==> src/rtl/stp_fsm_pkg.sv <==
// Shared definitions for the store-polynomial (STP) writer and the evaluate
// (EVP) reader: state encoding, status codes, slot geometry and a log2 helper.
package stp_fsm_pkg;

    // State encoding, kept as plain constants so EVP can decode the same values.
    localparam logic [2:0] ST_IDLE     = 3'd0;
    localparam logic [2:0] ST_START    = 3'd1;
    localparam logic [2:0] ST_CHECK_N  = 3'd2;
    localparam logic [2:0] ST_RD_COEFF = 3'd3;
    localparam logic [2:0] ST_WR_COEFF = 3'd4;
    localparam logic [2:0] ST_WR_N     = 3'd5;
    localparam logic [2:0] ST_ERROR    = 3'd6;
    localparam logic [2:0] ST_END      = 3'd7;

    typedef enum logic [2:0] {
        IDLE     = ST_IDLE,
        START    = ST_START,
        CHECK_N  = ST_CHECK_N,
        RD_COEFF = ST_RD_COEFF,
        WR_COEFF = ST_WR_COEFF,
        WR_N     = ST_WR_N,
        ERROR    = ST_ERROR,
        END      = ST_END
    } stp_state_t;

    // Result codes reported on status.
    localparam logic [31:0] STATUS_OK    = 32'd0;
    localparam logic [31:0] STATUS_BAD_N = 32'd2;
    localparam logic [31:0] STATUS_NONE  = 32'hFFFF_FFFF;

    // Slot geometry: one slot holds coefficients 0..MAX_DEGREE.
    localparam int          SLOT_SIZE  = 11;
    localparam int          MAX_DEGREE = SLOT_SIZE - 1;

    // Degree value that marks a slot as not holding a valid polynomial.
    localparam logic [4:0]  N_INVALID  = 5'b11111;

    // Ceiling log2, used for pointer widths (log2(1024) = 10).
    function automatic int log2(input int value);
        int w;
        w = 0;
        for (int i = 0; i < 31; i++) begin
            if ((1 << i) < value) w = i + 1;
        end
        return w;
    endfunction

endpackage

==> src/rtl/stp_fsm.sv <==
// Store-polynomial writer: copies N+1 coefficients from the input data buffer
// into a slot of the S RAM and commits the degree into the N RAM. The slot is
// invalidated (N=31) before any coefficient write and only committed after
// the last one, so a reader never sees a half-written slot as valid.
module stp_fsm
    import stp_fsm_pkg::*;
#(
    parameter int buffer_size = 1024,
    parameter int slot_size   = SLOT_SIZE,
    parameter int max_degree  = MAX_DEGREE,
    localparam int AW         = log2(buffer_size)
) (
    input  logic          clk,
    input  logic          rst,
    input  logic          start_stp,
    input  logic [2:0]    A,
    input  logic [4:0]    N_in,
    input  logic [15:0]   ram_out_data,
    input  logic [AW-1:0] rd_addr_data,
    output logic          en_rd_data,
    output logic [AW-1:0] rd_addr_data_updated,
    output logic          en_wr_S,
    output logic [6:0]    wr_addr_S,
    output logic [15:0]   wr_data_S,
    output logic          en_wr_N,
    output logic [2:0]    wr_addr_N,
    output logic [4:0]    wr_data_N,
    output logic          done_stp,
    output logic [31:0]   status
);

    stp_state_t    state, state_next;
    logic [2:0]    a_q;
    logic [4:0]    n_q;
    logic [3:0]    idx;
    logic          last_coeff;
    logic          bad_degree;
    logic [AW-1:0] ptr_next;

    assign last_coeff = ({1'b0, idx} == n_q);
    assign bad_degree = (n_q > 5'(max_degree));

    // Buffer pointer advance; explicit wrap so non-power-of-two depths work.
    assign ptr_next = (rd_addr_data_updated == AW'(buffer_size - 1)) ? '0
                    : rd_addr_data_updated + AW'(1);

    // Slot base plus coefficient index; max 7*11+10 = 87 fits in 7 bits.
    assign wr_addr_S = 7'({4'b0, a_q} * 7'(slot_size)) + {3'b0, idx};

    // Buffer read data lands in WR_COEFF and goes straight to the S RAM.
    assign wr_data_S = ram_out_data;

    // State register.
    always_ff @(posedge clk or posedge rst) begin
        if (rst) state <= IDLE;
        else     state <= state_next;
    end

    // Next-state logic and Moore output decode.
    always_comb begin
        state_next = state;
        en_rd_data = 1'b0;
        en_wr_S    = 1'b0;
        en_wr_N    = 1'b0;
        wr_addr_N  = a_q;
        wr_data_N  = n_q;
        done_stp   = 1'b0;
        case (state)
            IDLE: begin
                if (start_stp) state_next = START;
            end
            START: begin
                // Invalidate the target slot before touching its coefficients;
                // A_q is not loaded yet, so the address comes from the input.
                en_wr_N    = 1'b1;
                wr_addr_N  = A;
                wr_data_N  = N_INVALID;
                state_next = CHECK_N;
            end
            CHECK_N: begin
                state_next = bad_degree ? ERROR : RD_COEFF;
            end
            RD_COEFF: begin
                en_rd_data = 1'b1;
                state_next = WR_COEFF;
            end
            WR_COEFF: begin
                en_wr_S    = 1'b1;
                state_next = last_coeff ? WR_N : RD_COEFF;
            end
            WR_N: begin
                // Commit: the real degree replaces the invalid marker.
                en_wr_N    = 1'b1;
                wr_addr_N  = a_q;
                wr_data_N  = n_q;
                state_next = END;
            end
            ERROR: begin
                state_next = END;
            end
            END: begin
                done_stp   = 1'b1;
                state_next = IDLE;
            end
            default: state_next = IDLE;
        endcase
    end

    // Request latches, coefficient index, buffer pointer and status.
    always_ff @(posedge clk or posedge rst) begin
        if (rst) begin
            a_q                  <= '0;
            n_q                  <= '0;
            idx                  <= '0;
            rd_addr_data_updated <= '0;
            status               <= STATUS_NONE;
        end else begin
            case (state)
                START: begin
                    a_q                  <= A;
                    n_q                  <= N_in;
                    idx                  <= '0;
                    rd_addr_data_updated <= rd_addr_data;
                    status               <= STATUS_NONE;
                end
                WR_COEFF: begin
                    rd_addr_data_updated <= ptr_next;
                    // Hold idx on the last coefficient so it never passes max_degree.
                    if (!last_coeff) idx <= idx + 4'd1;
                end
                WR_N:    status <= STATUS_OK;
                ERROR:   status <= STATUS_BAD_N;
                default: ;
            endcase
        end
    end

endmodule

==> config.mk <==
export PLATFORM = sky130hd
export DESIGN_NAME = stp_fsm
export DESIGN_NICKNAME = d
export VERILOG_FILES = /design/src/rtl/stp_fsm_pkg.sv /design/src/rtl/stp_fsm.sv
export SDC_FILE = /design/constraint.sdc
export NUM_CORES = 1
export LEC_CHECK = 0
export CELL_PAD_IN_SITES_DETAIL_PLACEMENT = 1
export CELL_PAD_IN_SITES_GLOBAL_PLACEMENT = 1
export CORE_MARGIN = 2
export CORE_UTILIZATION = 30
export DETAILED_ROUTE_END_ITERATION = 12
export GPL_TIMING_DRIVEN = 0
export PLACE_DENSITY = 0.83
export SETUP_SLACK_MARGIN = 0.3
export SYNTH_ARGS = -nofsm -noshare
export SYNTH_HDL_FRONTEND = slang
export SYNTH_SLANG_ARGS = --single-unit
==> constraint.sdc <==
create_clock -name clk -period 3.8 [get_ports clk]
set_clock_uncertainty 0.1 [all_clocks]
set_input_delay 0.57 -clock clk [delete_from_list [all_inputs] [get_ports clk]]
set_output_delay 0.57 -clock clk [all_outputs]
set_load 0.005 [all_outputs]
# == After elaboration in Yosys (flattened, before gate mapping) ==
# Cells that the tools add are included.
# word_totals
reg_bits,57
in_bits,37
output_inout_bits,77
elab_cells,43
# op_classes
addsub,3
n_mul,1
n_lt_le_gt_ge,1
eq_ne,11
muxes,15
n_reduce_logical,6
# ops
op,count
32-bit case mux with 3 select lines,1
3-bit case mux with 7 select lines,1
10-bit case mux with 2 select lines,1
3-bit equality test (second input constant),4
3-bit two-way mux,4
10-bit by 1-bit adder with 10-bit output (second input constant),1
10-bit equality test (second input constant),1
10-bit two-way mux,1
4-bit case mux with 2 select lines,1
7-bit by 4-bit adder with 7-bit output,1
3-bit by 4-bit multiplier with 7-bit output (second input constant),1
3-bit by 2-bit equality test with 1-bit output (second input constant),2
4-bit by 5-bit equality test with 1-bit output,1
5-bit by 4-bit > comparator with 1-bit output (second input constant),1
5-bit two-way mux,1
4-bit by 1-bit adder with 4-bit output (second input constant),1
1-bit two-way mux,4
4-bit two-way mux,1
2-bit != test (second input constant),2
2-bit OR reduction,2
3-bit by 1-bit equality test with 1-bit output (second input constant),1
3-bit logical NOT,1
3-bit nonzero test,1
2-bit AND reduction,1
2-bit nonzero test,1

# == Longest topological paths before layout ==
# Gate-level depths: netlist of the first run.
# logic_depth
ltp_word,3
depth_mapped,9
ltp_nobuf,9

# == Worst setup path before layout of the first run ==
# OpenSTA, ideal clock, no wires.
# synth_path
path_type,reg2out
start,reg a_q[1]
end,out wr_addr_S[5]
arrival_ps,2112
required_time_ps,3130
path_slack_ps,1018
stages_incl_launch_ff,9
path_buffers,0
path_cell_list,dfrtp_1 > ha_1 > fa_1 > inv_1 > fa_1 > inv_1 > a21o_1 > a21oi_1 > xnor2_1
# synth_between
elab_chain_len,2
# synth_rtl
item,line,source
start: declaration,stp_fsm.sv:33,logic [2:0] a_q;
start signal: assignment,stp_fsm.sv:112,a_q <= '0;
start signal: assignment,stp_fsm.sv:120,a_q <= A;
3-bit by 4-bit multiplier with 7-bit output,stp_fsm.sv:48,"assign wr_addr_S = 7'({4'b0, a_q} * 7'(slot_size)) + {3'b0, idx};"
7-bit by 4-bit adder with 7-bit output,stp_fsm.sv:48,
end: declaration,stp_fsm.sv:23,"output logic [6:0] wr_addr_S,"
# No other way between the ends.

# == Worst setup path after layout of the first run ==
# layout_path
start,reg a_q[2]
end,out wr_addr_S[6]
# The elaborated chain is that of the path after synthesis.

==> results.sh, run 1 <==
export IMPL_io_buffers=97
export IMPL_synth_async_reset_ratio_pct=100
export IMPL_antenna_found_initial=0
export IMPL_grt_usage_pct=15.2
export IMPL_initial_core_util_pct=31.4
export IMPL_min_period_ns=3.37
export IMPL_power_leakage_nw=1.55
export IMPL_cp_start_kind="flop"
export IMPL_dp_cells=438
export IMPL_tightest_slew_ns=1.04
export IMPL_r2r_slack_ns=1.73
export IMPL_mappedNetlistArea_um2=2170
export IMPL_yosysMostFrequentCell="buf_4"
export IMPL_diodes=0
export IMPL_place_congestion=0.777
export IMPL_grt_max_degree=34
export IMPL_drt_iter0_drc=67
export IMPL_grt_pass1_vias=2148
export IMPL_fp_dieArea_um2=7910
export IMPL_arrival_ns=2.70
export IMPL_setup_violations=0
export IMPL_area_delta_synth_final_pct=54.8
export IMPL_syn_nets=298
export IMPL_fmax_mhz=297
export IMPL_via_per_inst=4.68
export IMPL_die_h_um=89.0
export IMPL_synth_cells=245
export IMPL_crit_path_end_kind="output pin"
export IMPL_num_io_pins=114
export IMPL_slew_violations=0
export IMPL_switching_share_pct=38.5
export IMPL_numCtsBuffers=3
export IMPL_layout_area_seq_um2=678
export IMPL_clk_insertion_delay_late_ns=0.27
export IMPL_rsz0062_at_grt="false"
export IMPL_yosys_register_bits=27
export IMPL_slew_limit_headroom_pct=30.7
export IMPL_clkPwrFrac_pct=5.4
export IMPL_fin_crit_sh_pct=88.6
export IMPL_drt_total_wl_um=6130
export IMPL_stdcell_count=446
export IMPL_combPwrFrac_pct=73.5
export IMPL_clock_sinks=27
export IMPL_intPower_mw=1.88
export IMPL_power_mw=3.05
export IMPL_post_route_drc_count=0
export IMPL_die_x_um=89.0
export IMPL_htree_levels=1
export IMPL_synth_avg_cell_area_um2=8.84
export IMPL_cts_tree="done"
export IMPL_core_rowCount=30
export IMPL_place_hpwl_um=4910
export IMPL_yosysSeqAreaShare_pct=31.3
export IMPL_synth_ff_type="dfrtp_1"
export IMPL_cts_root_buf="clkbuf_8"
export IMPL_pwr_density_cell_nw_per_um2=911
export IMPL_yosysTopAreaCell="dfrtp_1"
export IMPL_finalHoldViolCount=0
export IMPL_route_vias_total=2086
export IMPL_drt_antenna_violating_nets=0
export IMPL_ys_types=45
export IMPL_worstPathRequired_ns=3.13
export IMPL_crit_fanout=3
export IMPL_drt_pass1_iterations=4
export IMPL_holdCritPathClass="flop to flop"
export IMPL_fin_setup_tns_ns=0
export IMPL_nNetsFinal=404
export IMPL_p_sw_mw=1.18
export IMPL_drv_cap=0
export IMPL_clk_path_buf_depth=2
export IMPL_fillers=849
export IMPL_grt_pass1_wl_um=9690
export IMPL_coreArea_um2=6910
export IMPL_hold_buffers=0
export IMPL_yosysWarnings=0
export IMPL_synth_enable_flop_cells=0
export IMPL_crit_type="flop to output pin"
export IMPL_peakVddDrop_mv=0.354
export IMPL_status="finished clean"
export IMPL_grt_ovfl_total=0
export IMPL_clk_pin_slew_ns=0.09
export IMPL_sequentialPowerShare_pct=21.1
export IMPL_routedWlPerCell_um=13.8
export IMPL_netlist_top_cells_count="46 x buf_4, 32 x nand2_1, 25 x dfrtp_1"
export IMPL_synth_area_leaders="dfrtp_1 29%, buf_4 16%, ha_1 7.5%"
export IMPL_multi_input_area_um2=1020
export IMPL_drive_above_1_share_pct=20.0
export IMPL_synth_top_area_share_pct=28.9
export IMPL_utilization_pct=48.5
==> layer usage <==
metal  part of all wire, %  global-route usage, %
met1                    43                   18.9
met2                    52                   28.5
met3                   5.0                   1.94
met4                  0.23                   2.31
met5                     0                      0
==> through the flow <==
stage               area (um^2)  setup slack (ns)  hold WS, ns
detailed placement         3260             0.401        0.431
global route               3350             0.308        0.491
finish                     3350             0.432        0.455
CTS                        3340             0.319        0.460
global placement           3260             0.445        0.419
floorplan                  2170              1.02        0.383
==> layout by cell type, fill, tap and decap left out, types with 4 or more instances in the layout <==
master	count
a21oi_1	9
a221o_1	7
buf_4	50
clkbuf_1	4
clkdlybuf4s50_1	95
dfrtp_1	25
ha_1	12
inv_1	19
nand2_1	32
nand2b_1	6
nand3_1	4
nand4_1	5
nor2_1	6
nor3_1	4
o21ai_0	8
xor2_1	4
==> flip-flops by register name, summed over array words and instances, names as in the netlist <==
signal / count
idx: 4
state: 3
n_q: 5
status: 2
rd_addr_data_updated: 10
a_q: 3
==> critical path: stages, from the launching register on <==
cell and delay [ns]:
dfrtp_1 0.40, buf_4 0.15, ha_1 0.27, inv_1 0.05
fa_1 0.49, inv_1 0.06, ha_4 0.28, a21oi_2 0.06
o21ai_0 0.15, clkdlybuf4s50_1 0.52
==> final cells by class <==
cell class,instances,area share [%]
Timing Repair Buffer,101,29.9
Buffer,55,12.1
Clock buffer,4,1.34
Inverter,20,2.39
Tap cell,96,3.58
Sequential cell,27,20.2
Multi-Input combinational cell,143,30.5
==> worst paths after layout <==
check	from	to	depth (start not counted)
worst min-delay path	rd_addr_data_updated[9]$_DFFE_PP0P_	rd_addr_data_updated[9]$_DFFE_PP0P_	1
max in group asynchronous	rst	idx[3]$_DFFE_PP0P_	2
min in group asynchronous	rst	rd_addr_data_updated[5]$_DFFE_PP0P_	2
worst max-delay path	a_q[2]$_DFF_PP0_	wr_addr_S[6]	9
worst min register to register	rd_addr_data_updated[9]$_DFFE_PP0P_	rd_addr_data_updated[9]$_DFFE_PP0P_	1
worst max register to register	state[0]$_DFFE_PP0P_	n_q[4]$_DFFE_PP0P_	6
==> power groups by stage <==
stage	logic [mW]	clock network, mW	registers [mW]
after floorplan	1.13	0	0.602
after global placement	2.12	0	0.646
after detailed placement	2.21	0	0.655
after CTS	2.29	0.167	0.646
after global routing	2.50	0.181	0.674
final	2.24	0.164	0.644
==> timing repair <==
| item | CTS | global route |
|---|---|---|
| setup buffers | 3 | 1 |
| setup endpoints to repair | 2 | 1 |
| gates resized for setup | 4 | 1 |
| pin swaps | 0 | 1 |
==> kinds of logic after synthesis <==
kind of cell,after synthesis,share of synthesized area (%)
buf+inv,75,22.4
simple gates,72,17.0
compound gates,45,14.7
flops,27,31.3
fa+ha+maj,16,10.3
xor+xnor,7,2.83
mux,3,1.39
(Power assumes the default switching activity.)
==> run 2: changes to the inputs <==
ABC_AREA = 1   (was unset)
PLACE_DENSITY = 0.82   (was 0.83)
==> run 2 against run 1 <==
Critical path depth is 2 lower. Cell count grew 9.2%. Sequential share of layout area is 0.71 points lower. Sequential power decreased by 2%. Final area increased by 3.7%. Wire length grew 12%. Highest routed layer unchanged. Register-to-register slack improved by 0.49 ns.
==> results.sh, run 2 <==
export IMPL_rr_worst_depth=8
export IMPL_numCtsBuffers=3
export IMPL_cp_start_kind="flop"
export IMPL_rsz0062_at_grt="false"
export IMPL_cpPeakStageDelay_ns=0.55
export IMPL_mappedNetlistArea_um2=2260
export IMPL_via_per_inst=4.43
export IMPL_post_route_drc_count=0
export IMPL_fin_setup_tns_ns=0
export IMPL_clk_pin_slew_ns=0.10
export IMPL_fin_area_um2=3470
export IMPL_die_h_um=90.9
export IMPL_min_delay_path_depth=2
export IMPL_fin_crit_sh_pct=89.7
export IMPL_min_period_ns=3.41
export IMPL_cts_root_buf="clkbuf_8"
export IMPL_cp_depth=7
export IMPL_synth_async_reset_ratio_pct=100
export IMPL_clock_sinks=27
export IMPL_drt_total_wl_um=6870
export IMPL_crit_type="flop to output pin"
export IMPL_synth_top_area_share_pct=27.6
export IMPL_largest_reg_flops=10
export IMPL_arrival_ns=2.74
export IMPL_finalWorstSetupSlack_ns=0.391
export IMPL_drt_antenna_violating_nets=0
export IMPL_holdCritPathClass="flop to flop"
export IMPL_whs_ns=0.478
export IMPL_grt_pass1_vias=2305
export IMPL_fp_dieArea_um2=8260
export IMPL_worstPathRequired_ns=3.13
export IMPL_slowest_stage="fa_1"
export IMPL_yosysMostFrequentCell="nand2_1"
export IMPL_fmax_mhz=293
export IMPL_final_common_cell="clkdlybuf4s50_1"
export IMPL_synth_avg_cell_area_um2=8.08
export IMPL_htree_levels=1
export IMPL_regMostFlops="rd_addr_data_updated"
export IMPL_routedWlPerCell_um=14.1
export IMPL_initial_core_util_pct=31.0
export IMPL_pwr_density_cell_nw_per_um2=858
export IMPL_grt_usage_pct=16.6
export IMPL_place_hpwl_um=5540
export IMPL_netlist_top_cells_count="64 x nand2_1, 46 x buf_4, 26 x inv_1"
export IMPL_status="finished clean"
export IMPL_yosysSeqAreaShare_pct=30.0
export IMPL_place_congestion=0.761
export IMPL_crit_chain="buf_4 > ha_1 > fa_1 > inv_1 > fa_2 > xnor2_1 > clkdlybuf4s50_1"
export IMPL_die_x_um=90.9
export IMPL_synth_ff_type="dfrtp_1"
export IMPL_core_rowCount=31
export IMPL_io_buffers=97
export IMPL_nNetsFinal=442
export IMPL_grt_max_degree=33
export IMPL_synth_enable_flop_cells=0
export IMPL_diodes=0
export IMPL_pre_cts_ws_ns=0.310
export IMPL_slew_limit_headroom_pct=24.5
export IMPL_cts_tree="done"
export IMPL_tightest_slew_ns=1.13
export IMPL_drt_iter0_drc=79
export IMPL_crit_fanout=2
export IMPL_syn_nets=333
export IMPL_slew_violations=0
export IMPL_antenna_found_initial=0
export IMPL_drt_pass1_iterations=4
export IMPL_area_delta_synth_final_pct=53.5
export IMPL_finalHoldViolCount=0
export IMPL_power_leakage_nw=1.66
export IMPL_clk_path_buf_depth=2
export IMPL_path_buf_inv=3
export IMPL_route_vias_total=2157
export IMPL_drv_cap=0
export IMPL_yosysWarnings=0
export IMPL_peakVddDrop_mv=0.260
export IMPL_placed_area_um2=3360
export IMPL_cp_top_family="adder cells"
export IMPL_drive_above_1_share_pct=23.5
export IMPL_grt_ovfl_total=0
export IMPL_grt_pass1_wl_um=11300
export IMPL_yosys_register_bits=27
export IMPL_coreArea_um2=7290
export IMPL_setup_violations=0
export IMPL_synth_area_leaders="dfrtp_1 28%, buf_4 15%, nand2_1 11%"
export IMPL_final_cell_mix="94 x clkdlybuf4s50_1, 64 x nand2_1, 53 x buf_4"
export IMPL_clk_insertion_delay_late_ns=0.28
export IMPL_num_io_pins=114
export IMPL_reg_top3="rd_addr_data_updated (10), n_q (5), idx (4)"
export IMPL_ys_types=35
export IMPL_yosysTopAreaCell="dfrtp_1"
export IMPL_synth_cells=280
export IMPL_crit_path_end_kind="output pin"
run 2: cell types whose count changed after synthesis, moves of 6 or more:
| cell | change |
|---|---|
| inv_1 | +7 |
| a221o_1 | -7 |
| nand2b_1 | -6 |
| nand2_4 | +7 |
| nand2_1 | +32 |
| nor2_1 | +12 |
| nand3_1 | +14 |
run 2: layer usage:
layer / vias to the layer above / part of all wire (%) / track usage [%]
li1: 1049 / - / -
met1: 1013 / 42 / 19.3
met2: 91 / 50 / 30.7
met3: 4 / 7.1 / 4.92
met4: 0 / 0.70 / 2.27
met5: - / 0 / 0
run 2: path summary, 6_finish.rpt:
| kind | slack (ns) | start | endpoint |
|---|---|---|---|
| worst max register to register | 2.22 | rd_addr_data_updated[0]$_DFFE_PP0P_ | rd_addr_data_updated[5]$_DFFE_PP0P_ |
| min in group asynchronous | 0.77 | rst | a_q[2]$_DFF_PP0_ |
| worst min-delay path | 0.48 | idx[3]$_DFFE_PP0P_ | idx[3]$_DFFE_PP0P_ |
| worst max-delay path | 0.39 | a_q[1]$_DFF_PP0_ | wr_addr_S[3] |
| max in group asynchronous | 2.14 | rst | n_q[1]$_DFFE_PP0P_ |
| worst min register to register | 0.48 | idx[3]$_DFFE_PP0P_ | idx[3]$_DFFE_PP0P_ |
run 2: layout make-up:
| cell class | instances | area [um^2] |
|---|---|---|
| clock buffers | 4 | 45.0 |
| repair buffers | 104 | 1020 |
| fillers | 894 | 3820 |
| plain buffers | 49 | 388 |
| multi-input cells | 171 | 1080 |
| flip-flops and latches | 27 | 678 |
| inverters | 33 | 131 |
| well taps | 99 | 124 |
run 2: power breakdown:
group          leakage [nW]  total [mW]  switching [mW]  internal, mW
logic                  1.32        2.18           0.891          1.29
clock network        0.0228       0.172          0.0968        0.0753
registers             0.323       0.630           0.201         0.429
run 2: cells by family (layout without fill, tap and decap cells):
logic type	count (synthesis)	count (layout)	share of synthesized area [%]
compound gates	29	29	8.90
xor+xnor	9	9	3.48
fa+ha+maj	16	16	9.84
buf+inv	82	190	22.9
flops	27	27	30.0
simple gates	117	117	24.9
run 2: worst min-delay path: stages (launching register included):
cell	delay, ns
dfrtp_1	0.40
nand3_1	0.09
nand2_1	0.07
run 2: stage by stage:
step	util, %	instances	total power [mW]
2_1_floorplan	-	280	1.68
3_3_place_gp	46.1	476	2.64
3_5_place_dp	46.1	476	2.76
4_1_cts	47.4	485	3.02
5_1_grt	47.6	487	3.26
6_report	47.6	487	2.98
run 2: what timing repair did:
action,4_1_cts,5_1_grt
endpoints found under the setup margin,4,1
hold buffers,0,0
buffers inserted,5,2
gates resized for setup,6,1
pin swaps,1,0
==> run 3: changes to the inputs <==
SKIP_CTS_REPAIR_TIMING = 1   (was unset)
==> run 3 against run 2 <==
Critical path depth grew 1. Count of clock-buffer cells in the layout is the same. Die area is the same. Cell count shrank 0.82%. Combinational power shrank 2%. Non-clock buffer count shrank 4. Core utilization shrank 0.24 points. Sequential cell count is the same. Sequential power grew 1%. Global-route usage shrank 0.18 points. Register-to-register slack is essentially flat. Critical path type unchanged.
==> results.sh, run 3 (synthesis results as in run 2) <==
export IMPL_status="finished clean"
export IMPL_htree_levels=1
export IMPL_cts_tree="done"
export IMPL_place_hpwl_um=5540
export IMPL_drv_cap=0
export IMPL_post_route_drc_count=0
export IMPL_clk_path_buf_depth=2
export IMPL_final_cell_mix="93 x clkdlybuf4s50_1, 64 x nand2_1, 49 x buf_4"
export IMPL_diodes=0
export IMPL_coreArea_um2=7290
export IMPL_routedWlPerCell_um=14.0
export IMPL_grt_pass1_wl_um=11100
export IMPL_route_vias_total=2137
export IMPL_setup_violations=0
export IMPL_largest_reg_flops=10
export IMPL_antenna_found_initial=0
export IMPL_peakVddDrop_mv=0.253
export IMPL_finalWorstSetupSlack_ns=0.430
export IMPL_pre_cts_ws_ns=0.310
export IMPL_cts_root_buf="clkbuf_8"
export IMPL_clk_pin_slew_ns=0.10
export IMPL_min_period_ns=3.37
export IMPL_met2_usage_pct=30.1
export IMPL_fillers=893
export IMPL_tightest_slew_ns=1.13
export IMPL_num_io_pins=114
export IMPL_drt_antenna_violating_nets=0
export IMPL_grt_usage_pct=16.4
export IMPL_die_x_um=90.9
export IMPL_use_met3_pct=4.92
export IMPL_crit_path_end_kind="output pin"
export IMPL_grt_max_degree=33
export IMPL_grtUsageMet1_pct=19.3
export IMPL_fin_crit_sh_pct=88.7
export IMPL_drt_total_wl_um=6770
export IMPL_worstPathRequired_ns=3.13
export IMPL_fp_dieArea_um2=8260
export IMPL_initial_core_util_pct=31.0
export IMPL_io_buffers=97
export IMPL_nNetsFinal=438
export IMPL_clock_sinks=27
export IMPL_via_per_inst=4.42
export IMPL_slew_limit_headroom_pct=24.5
export IMPL_area_delta_synth_final_pct=52.7
export IMPL_place_congestion=0.761
export IMPL_pwr_density_cell_nw_per_um2=850
export IMPL_finalHoldViolCount=0
export IMPL_cp_start_kind="flop"
export IMPL_arrival_ns=2.70
export IMPL_grt_busiest_layer="met2"
export IMPL_drive_above_1_share_pct=23.2
export IMPL_power_leakage_nw=1.67
export IMPL_reg_top3="rd_addr_data_updated (10), n_q (5), idx (4)"
export IMPL_slew_violations=0
export IMPL_power_mw=2.94
export IMPL_crit_type="flop to output pin"
export IMPL_fmax_mhz=297
export IMPL_grt_ovfl_total=0
export IMPL_rsz0062_at_grt="false"
export IMPL_clk_insertion_delay_late_ns=0.28
export IMPL_utilization_pct=47.4
export IMPL_holdCritPathClass="flop to flop"
export IMPL_crit_fanout=4
export IMPL_core_rowCount=31
export IMPL_numCtsBuffers=3
export IMPL_drt_iter0_drc=81
export IMPL_regMostFlops="rd_addr_data_updated"
export IMPL_die_h_um=90.9
export IMPL_drt_pass1_iterations=4
export IMPL_grt_pass1_vias=2261
export IMPL_final_common_cell="clkdlybuf4s50_1"
run 3: cell types whose count changed in the layout (fill, tap and decap cells not counted):
cell,previous run,this run
dfrtp_2,0,2
clkdlybuf4s50_1,94,93
dlymetal6s2s_1,1,4
buf_4,53,49
dfrtp_1,25,23
dlygate4sd2_1,2,0
run 3: per-layer routing:
layer  up-vias  wire, um
met5         -         0
met4         0        48
met3         4       468
met2        88      3400
met1      1003      2850
li1       1042         -
run 3: final cells by class:
cell class | count | area (um^2) | area share (%)
tap | 99 | 124 | 3.58
inverter | 33 | 131 | 3.80
buffer | 49 | 388 | 11.2
timing repair buffer | 100 | 1000 | 29.0
clock buffer | 4 | 45.0 | 1.30
sequential | 27 | 681 | 19.7
multi-input combinational | 171 | 1080 | 31.4
run 3: power by group:
group | internal [mW] | switching (mW)
Sequential | 0.431 | 0.205
Clock | 0.0753 | 0.0952
Combinational | 1.26 | 0.873
Total | 1.77 | 1.17
run 3: metrics by stage:
step | cell area (um^2) | setup TNS (ns) | hold slack [ns] | cells
3_3_place_gp | 3360 | 0 | 0.435 | 476
4_1_cts | 3400 | -0.0216 | 0.485 | 480
6_report | 3460 | 0 | 0.474 | 483
3_5_place_dp | 3360 | 0 | 0.460 | 476
2_1_floorplan | 2260 | 0 | 0.415 | 280
5_1_grt | 3460 | 0 | 0.526 | 483
run 3: worst paths after layout:
path / startpoint / end / slack [ns] / cells after the start
setup / recovery: a_q[1]$_DFF_PP0_ / wr_addr_S[2] / 0.43 / 8
hold / removal: idx[3]$_DFFE_PP0P_ / idx[3]$_DFFE_PP0P_ / 0.47 / 2
setup reg to reg: rd_addr_data_updated[0]$_DFFE_PP0P_ / rd_addr_data_updated[5]$_DFFE_PP0P_ / 2.23 / 8
hold reg to reg: idx[3]$_DFFE_PP0P_ / idx[3]$_DFFE_PP0P_ / 0.47 / 2
max in group asynchronous: rst / a_q[0]$_DFF_PP0_ / 2.08 / 2
min in group asynchronous: rst / a_q[2]$_DFF_PP0_ / 0.77 / 2
run 3: worst max-delay path: stages, from the launching register on:
cell and delay, ns:
dfrtp_2 0.45, buf_4 0.14, ha_1 0.27, ha_1 0.28, ha_1 0.21, inv_1 0.09, fa_2 0.42, inv_1 0.06
clkdlybuf4s50_1 0.49
